==> src/rtl/ica_bus_arbiter.sv <==
// Two-unit burst-read arbiter: grants one ICA/DCA control unit at a time, forwards its
// address/strobe to the memory port and steers valid/ack back to the owning unit only.
module ica_bus_arbiter #(
  parameter bit FIXED_PRIO  = 1'b0,
  parameter int ACK_TIMEOUT = 255
) (
  input  logic             clk,
  input  logic             reset,
  input  logic [1:0][21:0] req_address,
  input  logic [1:0]       req_as,
  output logic [1:0]       req_ack,
  output logic [1:0]       req_valid,
  output logic [15:0]      req_din,
  output logic [21:0]      mem_address,
  output logic             mem_as,
  input  logic [15:0]      mem_din,
  input  logic             mem_valid,
  input  logic             mem_ack,
  output logic             owner,
  output logic             busy,
  output logic             timeout_err
);

  localparam int NUM_UNITS = 2;

  typedef enum logic [1:0] {IDLE, BUSY, GAP} state_t;

  state_t     state, state_nxt;
  logic       grant;
  logic       winner;
  logic [7:0] timer;

  always_comb begin
    state_nxt = state;
    grant     = 1'b0;
    winner    = owner;
    case (state)
      IDLE: begin
        if (|req_as) begin
          grant     = 1'b1;
          state_nxt = BUSY;
          // Contention: fixed priority to unit 0, else hand the bus to the other unit.
          if (req_as == 2'b11) winner = FIXED_PRIO ? 1'b0 : ~owner;
          else                 winner = req_as[1];
        end
      end
      BUSY:    if (mem_ack) state_nxt = GAP;
      GAP:     state_nxt = IDLE;
      default: state_nxt = IDLE;
    endcase
  end

  always_ff @(posedge clk) begin
    if (reset) begin
      state       <= IDLE;
      mem_as      <= 1'b0;
      mem_address <= '0;
      busy        <= 1'b0;
      owner       <= 1'b1;
      timeout_err <= 1'b0;
      timer       <= '0;
    end else begin
      state <= state_nxt;
      if (grant) begin
        owner       <= winner;
        mem_address <= req_address[winner];
        mem_as      <= 1'b1;
        busy        <= 1'b1;
        timer       <= '0;
      end else if (state == BUSY) begin
        if (mem_ack) begin
          mem_as <= 1'b0;
          busy   <= 1'b0;
        end
        if (timer != 8'hFF) timer <= timer + 8'd1;
        // Sticky; the grant itself is left in place so a late ack still completes.
        if (int'(timer) == ACK_TIMEOUT) timeout_err <= 1'b1;
      end
    end
  end

  assign req_din = mem_din;

  for (genvar u = 0; u < NUM_UNITS; u++) begin : g_route
    wire own = (state == BUSY) && (owner == 1'(u));
    assign req_valid[u] = own && mem_valid;
    assign req_ack[u]   = own && mem_ack;
  end

endmodule
==> config.mk <==
export PLATFORM = sky130hd
export DESIGN_NAME = ica_bus_arbiter
export DESIGN_NICKNAME = d
export VERILOG_FILES = /design/src/rtl/ica_bus_arbiter.sv
export SDC_FILE = /design/constraint.sdc
export NUM_CORES = 1
export LEC_CHECK = 0
export CORE_MARGIN = 4
export CORE_UTILIZATION = 38
export DETAILED_ROUTE_END_ITERATION = 16
export GPL_ROUTABILITY_DRIVEN = 0
export PLACE_DENSITY_LB_ADDON = 0.05
export SLEW_MARGIN = 20
export SYNTH_ARGS = -nofsm -noshare
export SYNTH_HDL_FRONTEND = slang
export SYNTH_SLANG_ARGS = --single-unit
==> constraint.sdc <==
create_clock -name clk -period 2.3 [get_ports clk]
set_input_delay 0.46 -clock clk [delete_from_list [all_inputs] [get_ports clk]]
set_output_delay 0.46 -clock clk [all_outputs]
set_load 0.01 [all_outputs]
---- Word level (Yosys, flattened, before mapping) ----
Index checks and enable logic that the tools add are counted.
Widths: inputs -> output; s select.
word-level totals
  input bits .............................. 66
  bits in registers ....................... 35
cells by class
  add/subtract/negate cells ............... 1
  order comparisons ....................... 1
  mux-type cells .......................... 13
  equality and inequality tests ........... 6
  reduce and logical (&&, ||, !) cells .... 15
  bitwise gates (word level) .............. 2
operators by type and width
  kind                 count
  $mux 22              2
  $add 8x1->8 const B  1
  $eq 8x1->1 const B   1
  $mux 1               8
  $ne 8x8->1 const B   1
  $logic_and 1x1->1    6
  $reduce_and 2->1     3
  $mux 2               2
  $ne 2x2->1 const B   2
  $pmux 2 s2           1
  $reduce_bool 2->1    2
  $reduce_or 2->1      2
  $reduce_and 3->1     1
  $eq 2x1->1 const B   1
  $eq 2x2->1 const B   1
  $logic_not 2->1      1
  $lt 1x2->1 const B   1
  $not 1->1            2

---- Longest topological paths before layout ----
Gate-level depths: netlist (run 1).
  word-level depth ........................ 6
  gate-level depth with buffers ........... 6
  mapped depth without buffers ............ 5

---- Least setup slack after synthesis (run 1) ----
No wires, ideal clock.
  path type ............................... input-to-reg
  start point ............................. in req_as[0]
  end point ............................... reg timer[7]
  arrival ................................. 1.483 ns
  stages .................................. 4
  setup slack ............................. 0.748 ns
  library setup time ...................... 0.069 ns
  buffers on the path ..................... 0
  data required time ...................... 2.231 ns
  cell sequence ........................... or2_4 -> a21o_4 -> or4_1 -> o21ai_1
between the ends
  cells in the longest elaborated chain, start to end .. 4
ends and longest elaborated chain
  item                       RTL line  source
  start, declared            10        input logic [1:0] req_as,
  $reduce_or 2->1            39        if (|req_as) begin
  $mux 1                     39
  $mux 1                     37        case (state)
  $reduce_or 2->1 (no line)  -
  end signal, assigned       75        if (timer != 8'hFF) timer <= timer + 8'd1;
  end, declared              31        logic [7:0] timer;
No other way between the ends.
A chain may end at the register's enable or synchronous reset.

---- Worst setup path in the final report (run 1) ----
  start point ............................. reg state[1]
  end point ............................... out req_ack[1]
between the ends
  cells in the longest elaborated chain, start to end .. 3
ends and longest elaborated chain
  item                    RTL line  source
  start, declared         28        state_t state, state_nxt;
  start signal, assigned  63        state <= state_nxt;
  $eq 2x1->1              85        wire own = (state == BUSY) && (owner == 1'(u));
  $logic_and 1x1->1       85
  $logic_and 1x1->1       87        assign req_ack[u] = own && mem_ack;
  end, declared           11        output logic [1:0] req_ack,
No other way between the ends.

==> results_tabular.tex, run 1 <==
\begin{tabular}{lr}
\hline
Metric & Value \\
\hline
\multicolumn{2}{l}{\textbf{Setup path}} \\
Type of the setup path with the least slack & register to output pin \\
Flop2flop setup slack & 740 ps \\
Cells traversed along the worst timing path & and2b\_2 > and3\_1 > clkdlybuf4s50\_1 \\
Critical path capture point type & output pin \\
Startpoint Class & register \\
CP Data Arrival Time & 1730 ps \\
Maximum fanout along the worst path & 8 \\
Reg2reg path depth & 5 \\
Critical R2R Launch & timer[0] \\
R2r endpoint & timer[1] \\
Family with the most delay on the worst path & simple AND/OR/NAND/NOR gates \\
Crit-path max cell delay & 470 ps \\
Data required time at the worst endpoint & 1840 ps \\
Number of buffers and inverters on the critical path & 1 \\
Slowest stage cell, crit path & clkdlybuf4s50\_1 \\
\multicolumn{2}{l}{\textbf{Synth}} \\
Share of flip-flops with an asynchronous set or reset after synthesis & 0\% \\
Post-synthesis adder-cell area fraction & 0.750\% \\
Biggest area contributors in the synthesized netlist & dfxtp\_1 42\%, mux2i\_1 14\%, buf\_4 8.6\% \\
Synthesized area per cell & 8.92 µm² \\
Gate count after technology mapping & 187 \\
Number of distinct library cells after synthesis & 32 \\
Yosys top cell by area & dfxtp\_1 \\
Sequential cell area fraction in the yosys report & 42.0\% \\
Count of state elements after synthesis & 35 \\
Count of flip-flops with a built-in enable after synthesis & 0 \\
Area fraction of the dominant cell type after synthesis & 42.0\% \\
Net Count, Synth & 254 \\
Simple-gate portion of the synthesized area & 16.6\% \\
Portion of netlist area occupied by mux cells & 13.8\% \\
Number of synthesis warnings & 0 \\
Most used DFF post-synth & dfxtp\_1 \\
Main combinational cell family by area after synthesis & simple AND/OR/NAND/NOR gates \\
Synth Area in XOR/XNOR & 2.10\% \\
Synthesized area & 1670 µm² \\
Compound-gate portion of the synthesized area & 13.4\% \\
\multicolumn{2}{l}{\textbf{Clocking}} \\
Clock tree from TritonCTS & built \\
CTS H-tree lvls & 2 \\
Clock buffers created by TritonCTS & 5 \\
Clock latency reported for the late side of the worst-skew pair & 290 ps \\
Clock slew at the register clock pins of the worst setup and hold paths & 70 ps \\
Cts-stage hold buffer count & 0 \\
Number of clock sinks & 35 \\
Number of buffers on the longest clock path & 2 \\
Clock tree root driver cell & clkbuf\_8 \\
\multicolumn{2}{l}{\textbf{Timing}} \\
Final min period & 2190 ps \\
Worst Max-Slew Pin Slew & 375 ps \\
Setup Skew & 5.85 ps \\
Number of pins exceeding their max-slew limit in the final report & 0 \\
Post-route worst hold slack & 454 ps \\
Final worst-path cycle share & 95.2\% \\
Final setup viols & 0 \\
RSZ-0062 raised after global routing & false \\
Final setup TNS & 0 ps \\
Worst slew margin & 75.0\% \\
Highest clock frequency the design can meet & 457 MHz \\
Final hold violation count & 0 \\
\multicolumn{2}{l}{\textbf{Placement}} \\
Count of input and output buffers & 79 \\
Final HPWL DP & 3.08 mm \\
\multicolumn{2}{l}{\textbf{Global route}} \\
Antenna violations before repair & 0 \\
Remaining Overflow, GRT & 0 \\
Pin count of the biggest net entering global routing & 24 \\
GR Util All Layers & 14.9\% \\
Number of global-route vias before repair & 1382 \\
Wire length of the first global-routing pass & 6.26 mm \\
\multicolumn{2}{l}{\textbf{Hold path}} \\
Class of the tightest hold or removal check & register to register \\
Origin of the worst min-delay path & mem\_address[14] \\
Worst Hold Endpoint & mem\_address[14] \\
Hold path cells & 2 \\
\multicolumn{2}{l}{\textbf{Cells and area}} \\
Area overhead of the layout relative to synthesis & 50.6\% \\
Layout Nets & 318 \\
Layout cells sized above 1 & 7.14\% \\
Register area & 702 µm² \\
Final-layout fill cell count & 366 \\
Area of the multi-input gates & 783 µm² \\
Diode count & 0 \\
\multicolumn{2}{l}{\textbf{Floorplan}} \\
Area enclosed by the die boundary & 5510 µm² \\
Core Rows & 23 \\
Std-Cell Core Area & 4120 µm² \\
Die W & 74.3 µm \\
Count of boundary I/O pins & 112 \\
Initial standard-cell utilization of the core & 40.5\% \\
Die outline height & 74.3 µm \\
\multicolumn{2}{l}{\textbf{Outcome}} \\
Status & complete, no violations \\
\multicolumn{2}{l}{\textbf{Drt}} \\
Total routed wirelength & 4.11 mm \\
Initial detailed-routing violation count & 53 \\
Drt pass-1 iters & 3 \\
Via count & 1446 \\
Routed length per instance & 13.6 µm \\
DRC violations left & 0 \\
Number of vias per cell & 4.79 \\
Routed Antenna Nets & 0 \\
\multicolumn{2}{l}{\textbf{Power and ir drop}} \\
Static Leakage & 1.03 nW \\
Total power divided by cell area & 655 nW/µm² \\
Peak supply drop & 0.457 mV \\
\multicolumn{2}{l}{\textbf{Job}} \\
Number of violations of the max-capacitance limit & 0 \\
\hline
\end{tabular}
-- metal layers --
layer / part of all wire [%] / track usage [%] / up-vias / wire length (µm)
met5: 0 / 0 / - / 0
met4: 2.7 / 8.10 / 0 / 113
met3: 13 / 7.70 / 23 / 537
met2: 45 / 23.7 / 54 / 1840
met1: 39 / 15.9 / 614 / 1620
li1: - / - / 755 / -
-- cells by family after synthesis --
group                      count (synthesis)
muxes                                     23
xor gates and xnor gates                   4
and+or+nand+nor                           60
buffers and inverters                     27
AOI/OAI and AO/OA                         37
adders and majority gates                  1
DFF                                       35
-- final cells by class --
class,count,share of cell area (%)
Clock inverter,2,1.40
Inverter,2,0.299
Timing Repair Buffer,82,33.4
Clock buffer,6,3.29
Tap cell,50,2.49
Sequential cell,35,28.0
Multi-Input combinational cell,125,31.2
-- how the worst max path moves through the flow --
| stage | cells after the start | slack (ps) | from | endpoint |
|---|---|---|---|---|
| 6_report | 3 | 110 | state[1] | req_ack[1] |
| 3_3_place_gp | 4 | 180 | mem_ack | req_ack[0] |
| 5_1_grt | 3 | 10 | state[1] | req_ack[1] |
| 3_5_place_dp | 4 | 160 | mem_ack | req_ack[0] |
| 4_1_cts | 4 | 10 | state[0] | req_ack[0] |
| 2_1_floorplan | 4 | 750 | req_as[0] | timer[7] |
-- registers in the layout, indices dropped and copies added, names as in the netlist, named ones only --
register and flops:
state 2, timeout_err 1, busy 1, timer 8, mem_address 22
-- what timing repair did --
item                       in CTS  in global routing
resized for setup               0                  2
setup endpoints to repair       0                  4
buffers inserted                0                  0
-- power breakdown --
| group | switching [W] | internal (W) | leakage [nW] |
|---|---|---|---|
| combinational | 0.000152 | 0.000237 | 0.677 |
| clock | 0.000220 | 0.000351 | 0.0612 |
| sequential | 0.0000304 | 0.000656 | 0.287 |
| total | 0.000403 | 0.00124 | 1.03 |
-- cells in the final DEF, fill, tap and decap left out, types with 2 or more instances in the layout --
cell type and count:
clkdlybuf4s50_1 79, dfxtp_1 34, nand2_1 29, mux2i_1 23, o21ai_0 23, nor2_1 12, clkbuf_8 6, and3_1 4
xor2_1 4, nand3_1 3, or4_1 3, o211ai_1 3, inv_1 2, nand2b_1 2, a21oi_1 2, o21ai_1 2
buf_12 2
-- Yosys cell counts, types with 2 or more instances --
cell and instances:
a21oi_1 3, o21ai_1 2, buf_6 2, o211ai_1 3
buf_4 19, clkbuf_1 3, nor2_1 12, dfxtp_1 35
o21ai_0 23, or4_1 3, and3_1 4, nand2_1 29
xor2_1 4, mux2i_1 23, nand3_1 3, nand2b_1 2
inv_1 2
-- worst reg2reg max path, delay by kind of cell, from the launching register on --
family / cells / cell delay (ps)
adders and majority gates: 1 / 230
AOI/OAI and AO/OA: 1 / 350
and+or+nand+nor: 2 / 250
muxes: 1 / 260
DFF: 1 / 370
-- per-stage QoR --
step	instance area, µm²	util [%]	cells	total power (W)	worst slack (ps)
detailed placement	2390	58.1	294	0.00109	163
finish	2510	61.0	302	0.00165	110
global placement	2390	58.1	294	0.00109	180
CTS	2510	61.0	302	0.00167	12.5
global route	2510	61.0	302	0.00173	13.4
floorplan	1670	-	187	0.000904	748
(Power assumes the default switching activity.)
==> run 2: changes to the inputs <==
PLACE_DENSITY = 0.93   (was not set)
PLACE_DENSITY_LB_ADDON = not set   (was 0.05)
==> results_tabular.tex, run 2 (same netlist as run 1, synthesis figures left out) <==
\begin{tabular}{lr}
\hline
Metric & Value \\
\hline
\multicolumn{2}{l}{\textbf{Floorplan}} \\
Die W & 74.3 µm \\
Initial standard-cell utilization of the core & 40.5\% \\
Area enclosed by the die boundary & 5510 µm² \\
Core Rows & 23 \\
Die outline height & 74.3 µm \\
Std-Cell Core Area & 4120 µm² \\
Count of boundary I/O pins & 112 \\
\multicolumn{2}{l}{\textbf{Drt}} \\
Max layer used & met4 \\
DRC violations left & 0 \\
Met3 wirelength from detailed routing & 391 µm \\
Total routed wirelength & 4.14 mm \\
Routed Antenna Nets & 0 \\
Number of vias per cell & 5.01 \\
Total length of routed met2 wires & 2.16 mm \\
Initial detailed-routing violation count & 53 \\
Routed length per instance & 13.7 µm \\
Detailed-routing wirelength on met1 & 1.55 mm \\
Drt pass-1 iters & 4 \\
Via count & 1513 \\
\multicolumn{2}{l}{\textbf{Timing}} \\
Highest clock frequency the design can meet & 459 MHz \\
Final worst setup slack & 121 ps \\
Final min period & 2180 ps \\
Worst slew margin & 75.5\% \\
RSZ-0062 raised after global routing & false \\
Number of pins exceeding their max-slew limit in the final report & 0 \\
Final hold violation count & 0 \\
Final setup viols & 0 \\
Final setup TNS & 0 ps \\
Final worst-path cycle share & 94.7\% \\
Worst Max-Slew Pin Slew & 359 ps \\
Setup Skew & 5.99 ps \\
Post-route worst hold slack & 450 ps \\
\multicolumn{2}{l}{\textbf{Clocking}} \\
Number of clock sinks & 35 \\
Clock slew at the register clock pins of the worst setup and hold paths & 70 ps \\
Clock latency reported for the late side of the worst-skew pair & 280 ps \\
Clock tree root driver cell & clkbuf\_8 \\
Setup Fix Bufs, Post-CTS & 0 \\
Number of buffers on the longest clock path & 2 \\
CTS H-tree lvls & 2 \\
Clock tree from TritonCTS & built \\
Clock buffers created by TritonCTS & 5 \\
\multicolumn{2}{l}{\textbf{Setup path}} \\
Data required time at the worst endpoint & 1840 ps \\
Startpoint Class & register \\
Source of the critical timing path & state[1] \\
Flop2flop setup slack & 790 ps \\
R2r endpoint & timer[1] \\
Maximum fanout along the worst path & 8 \\
CP Data Arrival Time & 1720 ps \\
Reg2reg path depth & 5 \\
Critical R2R Launch & timer[0] \\
Critical path capture point type & output pin \\
Type of the setup path with the least slack & register to output pin \\
Critical path endpoint & req\_valid[1] \\
\multicolumn{2}{l}{\textbf{Power and ir drop}} \\
Total power divided by cell area & 610 nW/µm² \\
Static Leakage & 1.01 nW \\
Peak supply drop & 0.313 mV \\
\multicolumn{2}{l}{\textbf{Placement}} \\
Final HPWL DP & 3.24 mm \\
Post-Place Worst Slack & 161 ps \\
Count of input and output buffers & 79 \\
\multicolumn{2}{l}{\textbf{Global route}} \\
Antenna violations before repair & 0 \\
Number of global-route vias before repair & 1453 \\
GR Util All Layers & 15.1\% \\
Wire length of the first global-routing pass & 6.37 mm \\
Remaining Overflow, GRT & 0 \\
Pin count of the biggest net entering global routing & 24 \\
\multicolumn{2}{l}{\textbf{Cells and area}} \\
Most common cell after layout, fill and taps aside & clkdlybuf4s50\_1 \\
Top Registers & mem\_address (22), timer (8), state (2) \\
Area overhead of the layout relative to synthesis & 48.5\% \\
Register area & 702 µm² \\
Final design utilization & 60.2\% \\
Layout Nets & 319 \\
Commonest cells after routing, fill and taps aside & 79 x clkdlybuf4s50\_1, 34 x dfxtp\_1, 29 x nand2\_1 \\
Register with the highest flop count & mem\_address \\
Area of the multi-input gates & 783 µm² \\
Final-layout fill cell count & 370 \\
Layout cells sized above 1 & 7.14\% \\
Diode count & 0 \\
Flip-flop count of the largest register, all copies and words added & 22 \\
\multicolumn{2}{l}{\textbf{Hold path}} \\
Class of the tightest hold or removal check & register to register \\
\multicolumn{2}{l}{\textbf{Job}} \\
Number of violations of the max-capacitance limit & 0 \\
\multicolumn{2}{l}{\textbf{Outcome}} \\
Status & complete, no violations \\
\hline
\end{tabular}
-- run 2: cell types whose count changed in the layout (fill, tap and decap cells not counted) --
cell / before / now
buf_12: 2 / 1
buf_4: 1 / 3
bufinv_16: 1 / 0
-- run 2: metrics by stage --
step | instances | cell area [µm²] | total power [W]
after detailed placement | 295 | 2390 | 0.00109
final | 302 | 2480 | 0.00151
after global routing | 302 | 2480 | 0.00160
after floorplan | 187 | 1670 | 0.000904
after global placement | 295 | 2390 | 0.00108
after CTS | 302 | 2470 | 0.00154
-- run 2: worst min path at each step --
stage	startpoint	to	slack (ps)	depth (start not counted)
after CTS	mem_address[9]	mem_address[9]	460	2
after floorplan	timer[7]	timer[7]	440	2
after global placement	mem_address[4]	mem_address[4]	430	2
after detailed placement	mem_address[9]	mem_address[9]	440	2
final	mem_address[3]	mem_address[3]	450	2
after global routing	mem_address[3]	mem_address[3]	490	2
-- run 2: cell type report --
cell class,instances,area share (%)
repair buffers,83,33.7
multi-input cells,125,31.6
flip-flops and latches,35,28.3
clock buffers,6,3.34
well taps,50,2.53
inverters,2,0.303
clock inverters,1,0.202
-- run 2: worst max-delay path, stage by stage, from the launching register on --
cell and delay, ps:
dfxtp_1 460, and2b_2 320, and3_1 190, clkdlybuf4s50_1 470
-- run 2: repair_timing --
action	4_1_cts	5_1_grt
resized for setup	0	2
setup endpoints to repair	0	4
hold buffers	0	0
-- run 2: routing by layer --
layer / global-route usage, % / vias up
li1: - / 756
met3: 7.43 / 6
met2: 27.5 / 67
met5: 0 / -
met1: 15.1 / 684
met4: 4.94 / 0
-- run 2: where the power goes --
group | leakage (nW) | switching, W | internal [W]
clock | 0.0470 | 0.000202 | 0.000235
combinational | 0.678 | 0.000152 | 0.000235
sequential | 0.287 | 0.0000297 | 0.000656
